[src/rtl/mux_n_pipe.sv]
// N-to-1 channel mux with a registered, fully-handshaked output stage.
// A main/skid register pair keeps in_ready independent of out_ready.
module mux_n_pipe #(
  parameter int WIDTH = 32,
  parameter int N     = 4,
  parameter int SELW  = 2
) (
  input  logic               clk,
  input  logic               clrn,
  input  logic [N*WIDTH-1:0] in_data,
  input  logic [SELW-1:0]    sel,
  input  logic               in_valid,
  output logic               in_ready,
  input  logic               flush,
  output logic [WIDTH-1:0]   out_data,
  output logic               out_sel_err,
  output logic               out_valid,
  input  logic               out_ready
);

  logic [WIDTH-1:0] main_data, skid_data, cap_data;
  logic             main_err, skid_err, cap_err;
  logic             main_valid, skid_valid;
  logic             accept, main_free;

  // Out-of-range select captures zeros and flags the beat.
  always_comb begin
    cap_data = '0;
    cap_err  = 1'b1;
    for (int k = 0; k < N; k++) begin
      if (sel == SELW'(k)) begin
        cap_data = in_data[k*WIDTH +: WIDTH];
        cap_err  = 1'b0;
      end
    end
  end

  assign in_ready  = ~skid_valid;
  assign accept    = in_valid & in_ready & ~flush;
  assign main_free = ~main_valid | out_ready;

  always_ff @(posedge clk or negedge clrn) begin
    if (!clrn) begin
      main_valid <= 1'b0;
      main_data  <= '0;
      main_err   <= 1'b0;
      skid_valid <= 1'b0;
      skid_data  <= '0;
      skid_err   <= 1'b0;
    end else if (flush) begin
      main_valid <= 1'b0;
      skid_valid <= 1'b0;
    end else if (main_free) begin
      // Skid always drains first; in_ready is low then, so no beat competes.
      if (skid_valid) begin
        main_valid <= 1'b1;
        main_data  <= skid_data;
        main_err   <= skid_err;
        skid_valid <= 1'b0;
      end else if (accept) begin
        main_valid <= 1'b1;
        main_data  <= cap_data;
        main_err   <= cap_err;
      end else begin
        main_valid <= 1'b0;
      end
    end else if (accept) begin
      skid_valid <= 1'b1;
      skid_data  <= cap_data;
      skid_err   <= cap_err;
    end
  end

  assign out_data    = main_data;
  assign out_sel_err = main_err;
  assign out_valid   = main_valid;

endmodule

[config.mk]
export PLATFORM = sky130hd
export DESIGN_NAME = mux_n_pipe
export DESIGN_NICKNAME = d
export VERILOG_FILES = /design/src/rtl/mux_n_pipe.sv
export SDC_FILE = /design/constraint.sdc
export NUM_CORES = 1
export LEC_CHECK = 0
export CAP_MARGIN = 20
export CORE_MARGIN = 3
export CORE_UTILIZATION = 30
export DETAILED_ROUTE_END_ITERATION = 8
export GPL_ROUTABILITY_DRIVEN = 0
export GPL_TIMING_DRIVEN = 0
export PLACE_DENSITY_LB_ADDON = 0.15
export SLEW_MARGIN = 0
export SYNTH_ARGS = -nofsm -noshare
export SYNTH_HDL_FRONTEND = slang
export SYNTH_SLANG_ARGS = --single-unit
[constraint.sdc]
create_clock -name clk -period 1.91 [get_ports clk]
set_input_delay 0.4775 -clock clk [delete_from_list [all_inputs] [get_ports clk]]
set_output_delay 0.4775 -clock clk [all_outputs]
set_load 0.01 [all_outputs]
Word-level counts from Yosys, hierarchy flattened

Index checks and enable logic that the tools add are counted.

Bits in registers: 68
Input bits: 135
Output and inout port bits: 35
Logic and storage cells: 41

Equal/unequal tests: 3
Muxes and demuxes: 19
Bitwise gates (word level): 7
Reductions and logical operators: 6

Operators with widths:

| cell               | count |
|---|---|
| $mux 32            | 6 |
| $mux 1             | 13 |
| $reduce_and 3->1   | 2 |
| $eq 2x2->1 const B | 2 |
| $not 1->1          | 4 |
| $reduce_bool 2->1  | 2 |
| $reduce_bool 3->1  | 1 |
| $and 1x1->1        | 2 |
| $eq 2x1->1 const B | 1 |
| $logic_not 2->1    | 1 |
| $or 1x1->1         | 1 |

Logic depth before layout (Yosys ltp)

Gate-level depths: netlist of the first run.

Depth after elaboration: 7
Depth in mapped cells: 5
Depth with buffers taken out: 3

Worst setup path before layout of the first run

OpenSTA, ideal clock, no wires.

Path type: input port to flip-flop
From: input sel[0]
To: register main_data[10] (netlist: out_data[10])
Library setup time: 0.125 ns
Arrival time: 1.740 ns
Required time: 1.785 ns
Slack: 0.045 ns
Stages: 5
Buffers on the path: 2
Cell sequence: buf_6 -> buf_12 -> mux4_2 -> mux2_2 -> mux2_2

Cells in the longest elaborated chain, start to end: 7
Elaborated cells on any way between the ends: 10
Classes of those cells: eq/ne: 3; mux: 6; reduce/logical: 1

Ends and longest elaborated chain:

| element              | line | RTL |
|---|---|---|
| start, declared      | 11   | `input logic [SELW-1:0] sel,` |
| $logic_not 2->1      | 31   | `if (sel == SELW'(k)) begin` |
| $mux 32 (3 in a row) | 31   |  |
| $mux 32 *            | 31   |  |
| $mux 32 *            | 60   | `end else if (accept) begin` |
| $mux 32 *            | 55   | `if (skid_valid) begin` |
| end signal, assigned | 57   | `main_data <= skid_data;` |
| end signal, assigned | 62   | `main_data <= cap_data;` |
| end, declared        | 21   | `logic [WIDTH-1:0] main_data, skid_data, cap_data;` |

Mark *: on every way between the ends. The rest lies on a longest branch, timed or not. The select of a mux whose other input is x is not followed.
A chain may end at the register's enable or synchronous reset.

Final worst setup path of the first run

From: input out_ready
To: register skid_data[25]

Cells in the longest elaborated chain, start to end: 3

Ends and longest elaborated chain:

| element                    | line | RTL |
|---|---|---|
| start, declared            | 18   | `input logic out_ready` |
| $or 1x1->1                 | 40   | `assign main_free = ~main_valid \| out_ready;` |
| $not 1->1 (no line)        | -    |  |
| $reduce_and 3->1 (no line) | -    |  |
| end signal, assigned       | 69   | `skid_data <= cap_data;` |
| end, declared              | 21   |  |

No other way between the ends.

==> reports/results.md, run 1 <==
| Item | Value | Unit |
|---|---|---|
| Result of the run | finished clean | - |
| Startpoint of the most critical setup path | out_ready | - |
| Leak pwr | 2.41 | nW |
| Count of buffers from port buffering | 168 | - |
| Clk sinks | 68 | - |
| Combinational power share | 28.5 | % |
| Switching part of the total | 23.5 | % |
| Standard cell core area | 0.0121 | mm^2 |
| Tmin final | 1.87 | ns |
| Setup repair after global routing missed its margin | true | - |
| Slew @ Worst Pin | 0.870 | ns |
| Pin count of the biggest net entering global routing | 69 | - |
| Tightest slew margin relative to the limit | 42.0 | % |
| Setup WS post-layout | 0.0441 | ns |
| Endpoint of the most critical setup path | skid_data[25] | - |
| Width of the die | 118 | um |
| Layout cells sized above 1 | 40.6 | % |
| Quantity of hold-fixing buffers added after cts | 0 | - |
| Initial antenna violation count | 0 | - |
| Overall fraction of global-route tracks in use | 14.2 | % |
| Height of the chip | 118 | um |
| Syn_nets | 359 | - |
| Count of warnings emitted by yosys | 0 | - |
| Final antenna diode count | 0 | - |
| Root Buffer | clkbuf_16 | - |
| HPWL reported at the end of detailed placement | 7260 | um |
| Routed vias | 2,740 | - |
| PD cells | 835 | mW/mm^2 |
| Setup Crit Path Kind | in -> reg | - |
| CP Capture Type | register | - |
| Logic depth of the worst register-to-register path | 4 | - |
| Netlist area before placement | 0.00374 | mm^2 |
| Pre-CTS setup slack | -0.907 | ns |
| Final worst path period share | 97.7 | % |
| Arr. time, crit path | 2.07 | ns |
| Gate count after technology mapping | 224 | - |
| Clock slew at the register clock pins of the worst setup and hold paths | 0.05 | ns |
| Required time at the endpoint of the critical path | 2.12 | ns |
| Total congestion overflow | 0 | - |
| Clock latency reported for the late side of the worst-skew pair | 0.33 | ns |
| Layout Area Growth over Synthesis | 61.4 | % |
| Number of maximum-capacitance violations | 0 | - |
| Final setup vio count | 0 | - |
| Share of synthesized area occupied by flip-flops and latches | 45.4 | % |
| Share of power burned in the clock network | 32.2 | % |
| Final hold vios | 0 | - |
| Sw power | 1.19 | mW |
| Max-slew violation count | 0 | - |
| R2r endpoint | out_data[8] | - |
| Initial drt markers | 63 | - |
| Wire length of the first global-routing pass | 15,500 | um |
| Maximum ir drop on the vdd rail | 347 | uV |
| Average footprint of a synthesized cell | 16.7 | um^2 |
| Total routed wirelength | 9610 | um |
| DRC errors left | 0 | - |
| H-Tree Level Count | 3 | - |
| Internal portion of total power | 3.86 | mW |
| Starting Density | 30.9 | % |
| Detailed-route wire length per cell | 16.5 | um |
| Number of primary I/O pins | 170 | - |
| Drt first pass iters | 4 | - |
| TritonCTS clock tree | built | - |
| Standard-cell rows | 40 | - |
| Sequential group share of total power | 39.3 | % |
| Die Area | 0.0139 | mm^2 |
| Final setup TNS | 0 | ns |
| Worst-path maximum fanout | 10 | - |
| Number of global-route vias before repair | 2,984 | - |
| Average via count per standard cell | 4.71 | - |
| Number of distinct library cells after synthesis | 20 | - |
| Final Core Density | 49.9 | % |
| Clock Skews | 0.00474 | ns |
| Startpoint type of the worst setup path | input port | - |
| Worst Hold Class | in -> async | - |
| Setup slack of the worst register-to-register path | 0.28 | ns |
| Seq cells post-synth | 68 | - |
| TritonCTS buffer count | 9 | - |
| Net total in the final layout | 544 | - |
| Worst r2r src | out_valid | - |
| Highest attainable clock frequency | 0.536 | GHz |
| Number of nets with antenna violations after routing | 0 | - |
| CTS Buffer Depth | 2 | - |
-- kinds of logic after synthesis --
group / count (synthesis) / share of synthesized area [%]
muxes: 128 / 48.9
and+or+nand+nor: 8 / 1.50
DFF: 68 / 45.4
AOI/OAI and AO/OA: 2 / 0.367
buffers and inverters: 18 / 3.78
-- power by group through the flow --
stage | sequential (mW) | combinational [mW] | clock (mW)
floorplan | 2.05 | 0.618 | 0
global placement | 1.99 | 1.42 | 0
detailed placement | 2.00 | 1.44 | 0
CTS | 1.99 | 1.46 | 1.68
global route | 2.03 | 1.55 | 1.75
finish | 1.98 | 1.44 | 1.63
-- metal layers --
metal  wire length, um  share of wire, %  track usage (%)  vias to the layer above
li1                  -                 -                -                     1242
met1              3950                41             17.3                     1371
met2              4580                48             23.0                      117
met3               966                10             6.01                       10
met4               125               1.3             4.18                        0
met5                 0                 0                0                        -
-- Yosys cell counts, drive strengths merged --
master / number / share of area (%)
inv: 1 / 0.10
nor4b: 1 / 0.40
nor2: 1 / 0.10
a21oi: 1 / 0.13
nand2: 1 / 0.10
o32ai: 1 / 0.23
dfrtp: 68 / 45
nor3: 2 / 0.40
mux2: 96 / 29
nor2b: 2 / 0.33
buf: 16 / 3.6
mux4: 32 / 19
nand2b: 1 / 0.17
clkinv: 1 / 0.10
-- worst min path at each step --
stage,startpoint,to,slack (ns),cells past startpoint
after floorplan,clrn,out_data[0],0.18,0
after global placement,skid_err,skid_err,0.48,1
after detailed placement,skid_data[21],skid_data[21],0.49,1
after CTS,clrn,out_data[4],0.31,1
after global routing,clrn,out_data[4],0.34,1
final,clrn,out_data[4],0.27,1
-- state kept, by name, summed over array words and instances (netlist names) --
name         flops
out_data        32
skid_data       32
out_sel_err      1
out_valid        1
skid_err         1
skid_valid       1
-- layout by cell type (no fill, tap or decap), types with 3 or more instances in the layout --
| cell type | n |
|---|---|
| mux2_4 | 7 |
| mux2_2 | 89 |
| buf_2 | 3 |
| buf_4 | 13 |
| mux4_2 | 30 |
| clkbuf_16 | 9 |
| buf_12 | 3 |
| dfrtp_1 | 67 |
| clkdlybuf4s50_1 | 165 |
| clkbuf_8 | 5 |
-- timing repair --
item,in CTS,in global routing
endpoints found under the setup margin,64,37
pin swaps,1,2
buffers inserted,3,3
resized for setup,20,3
-- metrics by stage --
stage	instance area (um^2)	power (mW)	std cells	hold slack, ns
4_1_cts	6010	5.12	579	0.314
3_3_place_gp	5640	3.40	560	0.484
3_5_place_dp	5630	3.44	560	0.492
2_1_floorplan	3740	2.66	224	0.182
6_report	6050	5.05	582	0.268
5_1_grt	6050	5.33	582	0.341
-- cell type report --
| cell class | instances | area (um^2) |
|---|---|---|
| flip-flops and latches | 68 | 1700 |
| plain buffers | 16 | 173 |
| multi-input cells | 138 | 1930 |
| repair buffers | 174 | 1720 |
| fillers | 1079 | 6070 |
| clock buffers | 16 | 302 |
| inverters | 2 | 8.76 |
| well taps | 168 | 210 |
-- worst max-delay path, stage by stage --
cell and delay [ns]:
clkdlybuf4s50_1 0.42, nand2b_4 0.17, nor4b_4 0.31, buf_4 0.20
buf_8 0.14, mux2_2 0.34
Note: power is estimated with default switching activity, not from simulation.
==> inputs of run 2 (changes only) <==
--- a/config.mk
+++ b/config.mk
@@ -10,7 +10,6 @@
 export CORE_UTILIZATION = 30
 export DETAILED_ROUTE_END_ITERATION = 8
 export GPL_ROUTABILITY_DRIVEN = 0
-export GPL_TIMING_DRIVEN = 0
 export PLACE_DENSITY_LB_ADDON = 0.15
 export SLEW_MARGIN = 0
 export SYNTH_ARGS = -nofsm -noshare
==> reports/results.md, run 2 (same netlist as run 1, synthesis figures left out) <==
| Item | Value | Unit |
|---|---|---|
| Result of the run | finished clean | - |
| Register area | 0.00170 | mm^2 |
| Standard-cell rows | 40 | - |
| DRC errors left | 0 | - |
| Setup slack of the worst register-to-register path | 0.38 | ns |
| Final setup vio count | 0 | - |
| Worst-path maximum fanout | 33 | - |
| Drt first pass iters | 4 | - |
| Most used routing layer | met2 | - |
| Final Core Density | 50.0 | % |
| Setup Crit Path Kind | in -> reg | - |
| Worst r2r src | out_valid | - |
| Die Area | 0.0139 | mm^2 |
| Width of the die | 118 | um |
| PD cells | 881 | mW/mm^2 |
| Detailed-route wire length per cell | 15.8 | um |
| Sw power | 1.20 | mW |
| Switching part of the total | 22.4 | % |
| Internal portion of total power | 4.14 | mW |
| TritonCTS buffer count | 9 | - |
| Maximum ir drop on the vdd rail | 407 | uV |
| Tightest slew margin relative to the limit | 74.5 | % |
| Setup repair after global routing missed its margin | false | - |
| Endpoint of the most critical setup path | skid_data[11] | - |
| Worst stage delay on the critical path | 0.41 | ns |
| Number of nets with antenna violations after routing | 0 | - |
| Initial drt markers | 46 | - |
| Starting Density | 30.9 | % |
| Number of maximum-capacitance violations | 0 | - |
| Startpoint type of the worst setup path | input port | - |
| Met1 Usage GRT | 17.9 | % |
| Startpoint of the most critical setup path | out_ready | - |
| Initial antenna violation count | 0 | - |
| Layout cells sized above 1 | 39.3 | % |
| Pin count of the biggest net entering global routing | 34 | - |
| Sequential group share of total power | 37.0 | % |
| Layout Area Growth over Synthesis | 61.8 | % |
| Number of buffers added for setup after CTS | 0 | - |
| Cell with the largest stage delay on the worst path | clkdlybuf4s50_1 | - |
| R2r endpoint | skid_data[11] | - |
| Net total in the final layout | 535 | - |
| Final worst path period share | 95.6 | % |
| Total cell area at the placement stage | 0.00571 | mm^2 |
| Root Buffer | clkbuf_16 | - |
| Clock Skews | 0.00404 | ns |
| Share of power burned in the clock network | 36.2 | % |
| Routing usage on met3 | 5.57 | % |
| Number of global-route vias before repair | 2,963 | - |
| Arr. time, crit path | 2.04 | ns |
| Average via count per standard cell | 4.63 | - |
| Leak pwr | 2.39 | nW |
| Most common cell after layout, fill and taps aside | clkdlybuf4s50_1 | - |
| H-Tree Level Count | 3 | - |
| Clock latency reported for the late side of the worst-skew pair | 0.33 | ns |
| Highest attainable clock frequency | 0.548 | GHz |
| Clk sinks | 68 | - |
| Height of the chip | 118 | um |
| Slew @ Worst Pin | 0.382 | ns |
| Total routed wirelength | 9060 | um |
| Footprint of the multi-input gates | 0.00192 | mm^2 |
| Critical Path, Cell by Cell | clkdlybuf4s50_1 -> nand2b_1 -> nor4b_4 -> buf_12 -> mux2_2 | - |
| Standard cell core area | 0.0121 | mm^2 |
| Area of all placed cells without fillers | 0.00606 | mm^2 |
| Overall fraction of global-route tracks in use | 14.0 | % |
| Total congestion overflow | 0 | - |
| Final antenna diode count | 0 | - |
| Quantity of hold-fixing buffers added after cts | 0 | - |
| Worst Hold Class | in -> async | - |
| Routed vias | 2,652 | - |
| TritonCTS clock tree | built | - |
| Number of primary I/O pins | 170 | - |
| CTS Buffer Depth | 2 | - |
| CP Capture Type | register | - |
| Count of buffers from port buffering | 169 | - |
| Wire length of the first global-routing pass | 15,500 | um |
| Final hold vios | 0 | - |
| HPWL reported at the end of detailed placement | 6610 | um |
| Global routing usage on met2 | 21.8 | % |
| Clock slew at the register clock pins of the worst setup and hold paths | 0.05 | ns |
| Max-slew violation count | 0 | - |
| Leading cell types in the layout, fill and taps excluded | 165 x clkdlybuf4s50_1, 90 x mux2_2, 67 x dfrtp_1 | - |
| Required time at the endpoint of the critical path | 2.12 | ns |
| Combinational power share | 26.8 | % |
| Logic depth of the worst register-to-register path | 4 | - |
| Filler Cells Inserted | 1,086 | - |
| Tmin final | 1.83 | ns |
run 2: cell count changes in the layout (fill, tap and decap cells not counted), sizes merged:
| cell | before | now |
|---|---|---|
| clkinv | 1 | 2 |
| buf | 23 | 15 |
| bufinv | 0 | 3 |
| clkbuf | 16 | 12 |
| dlymetal6s2s | 0 | 1 |
| dlygate4sd2 | 2 | 0 |
run 2: worst min-delay path by stage:
stage	start	endpoint	slack [ns]
after floorplan	clrn	out_data[0]	0.18
after global placement	clrn	out_data[4]	0.43
after detailed placement	clrn	out_data[4]	0.43
after CTS	clrn	out_data[4]	0.07
after global routing	clrn	skid_data[4]	0.09
final	clrn	out_data[4]	0.07
run 2: metal layers:
layer | wire length, um | part of all wire, %
met2 | 4140 | 46
met5 | 0 | 0
met3 | 849 | 9.4
met1 | 3950 | 44
met4 | 127 | 1.4
run 2: layout make-up:
type / count / area share (%)
clock buffer: 12 / 4.23
clock inverter: 4 / 1.57
inverter: 2 / 0.124
multi-input combinational: 138 / 31.6
sequential: 68 / 28.1
tap: 168 / 3.47
timing repair buffer: 181 / 30.9
run 2: per-stage QoR:
stage	TNS, ns	hold WS (ns)	power (mW)	setup WS, ns	instances
after floorplan	0	0.182	2.66	0.0450	224
after global placement	-11.63	0.425	3.42	-0.244	557
after detailed placement	-12.52	0.429	3.45	-0.270	557
after CTS	0	0.0692	5.43	0.00233	573
after global routing	0	0.0851	5.64	0.0362	573
final	0	0.0672	5.34	0.0837	573
run 2: power by group through the flow:
stage	registers [mW]	logic, mW	clock network [mW]
global placement	1.99	1.43	0
global route	2.03	1.55	2.06
detailed placement	2.00	1.45	0
floorplan	2.05	0.618	0
finish	1.98	1.43	1.93
CTS	1.98	1.46	1.99
run 2: worst max-delay path, delay by kind of cell:
kind / cells / cell delay (ns)
multiplexers: 1 / 0.36
AND/OR/NAND/NOR: 2 / 0.51
buffers and inverters: 2 / 0.67
run 2: timing repair:
action | CTS | global route
resized for setup | 1 | 1
hold endpoints to repair | 0 | 0
pin swaps | 0 | 0
setup endpoints to repair | 1 | 1
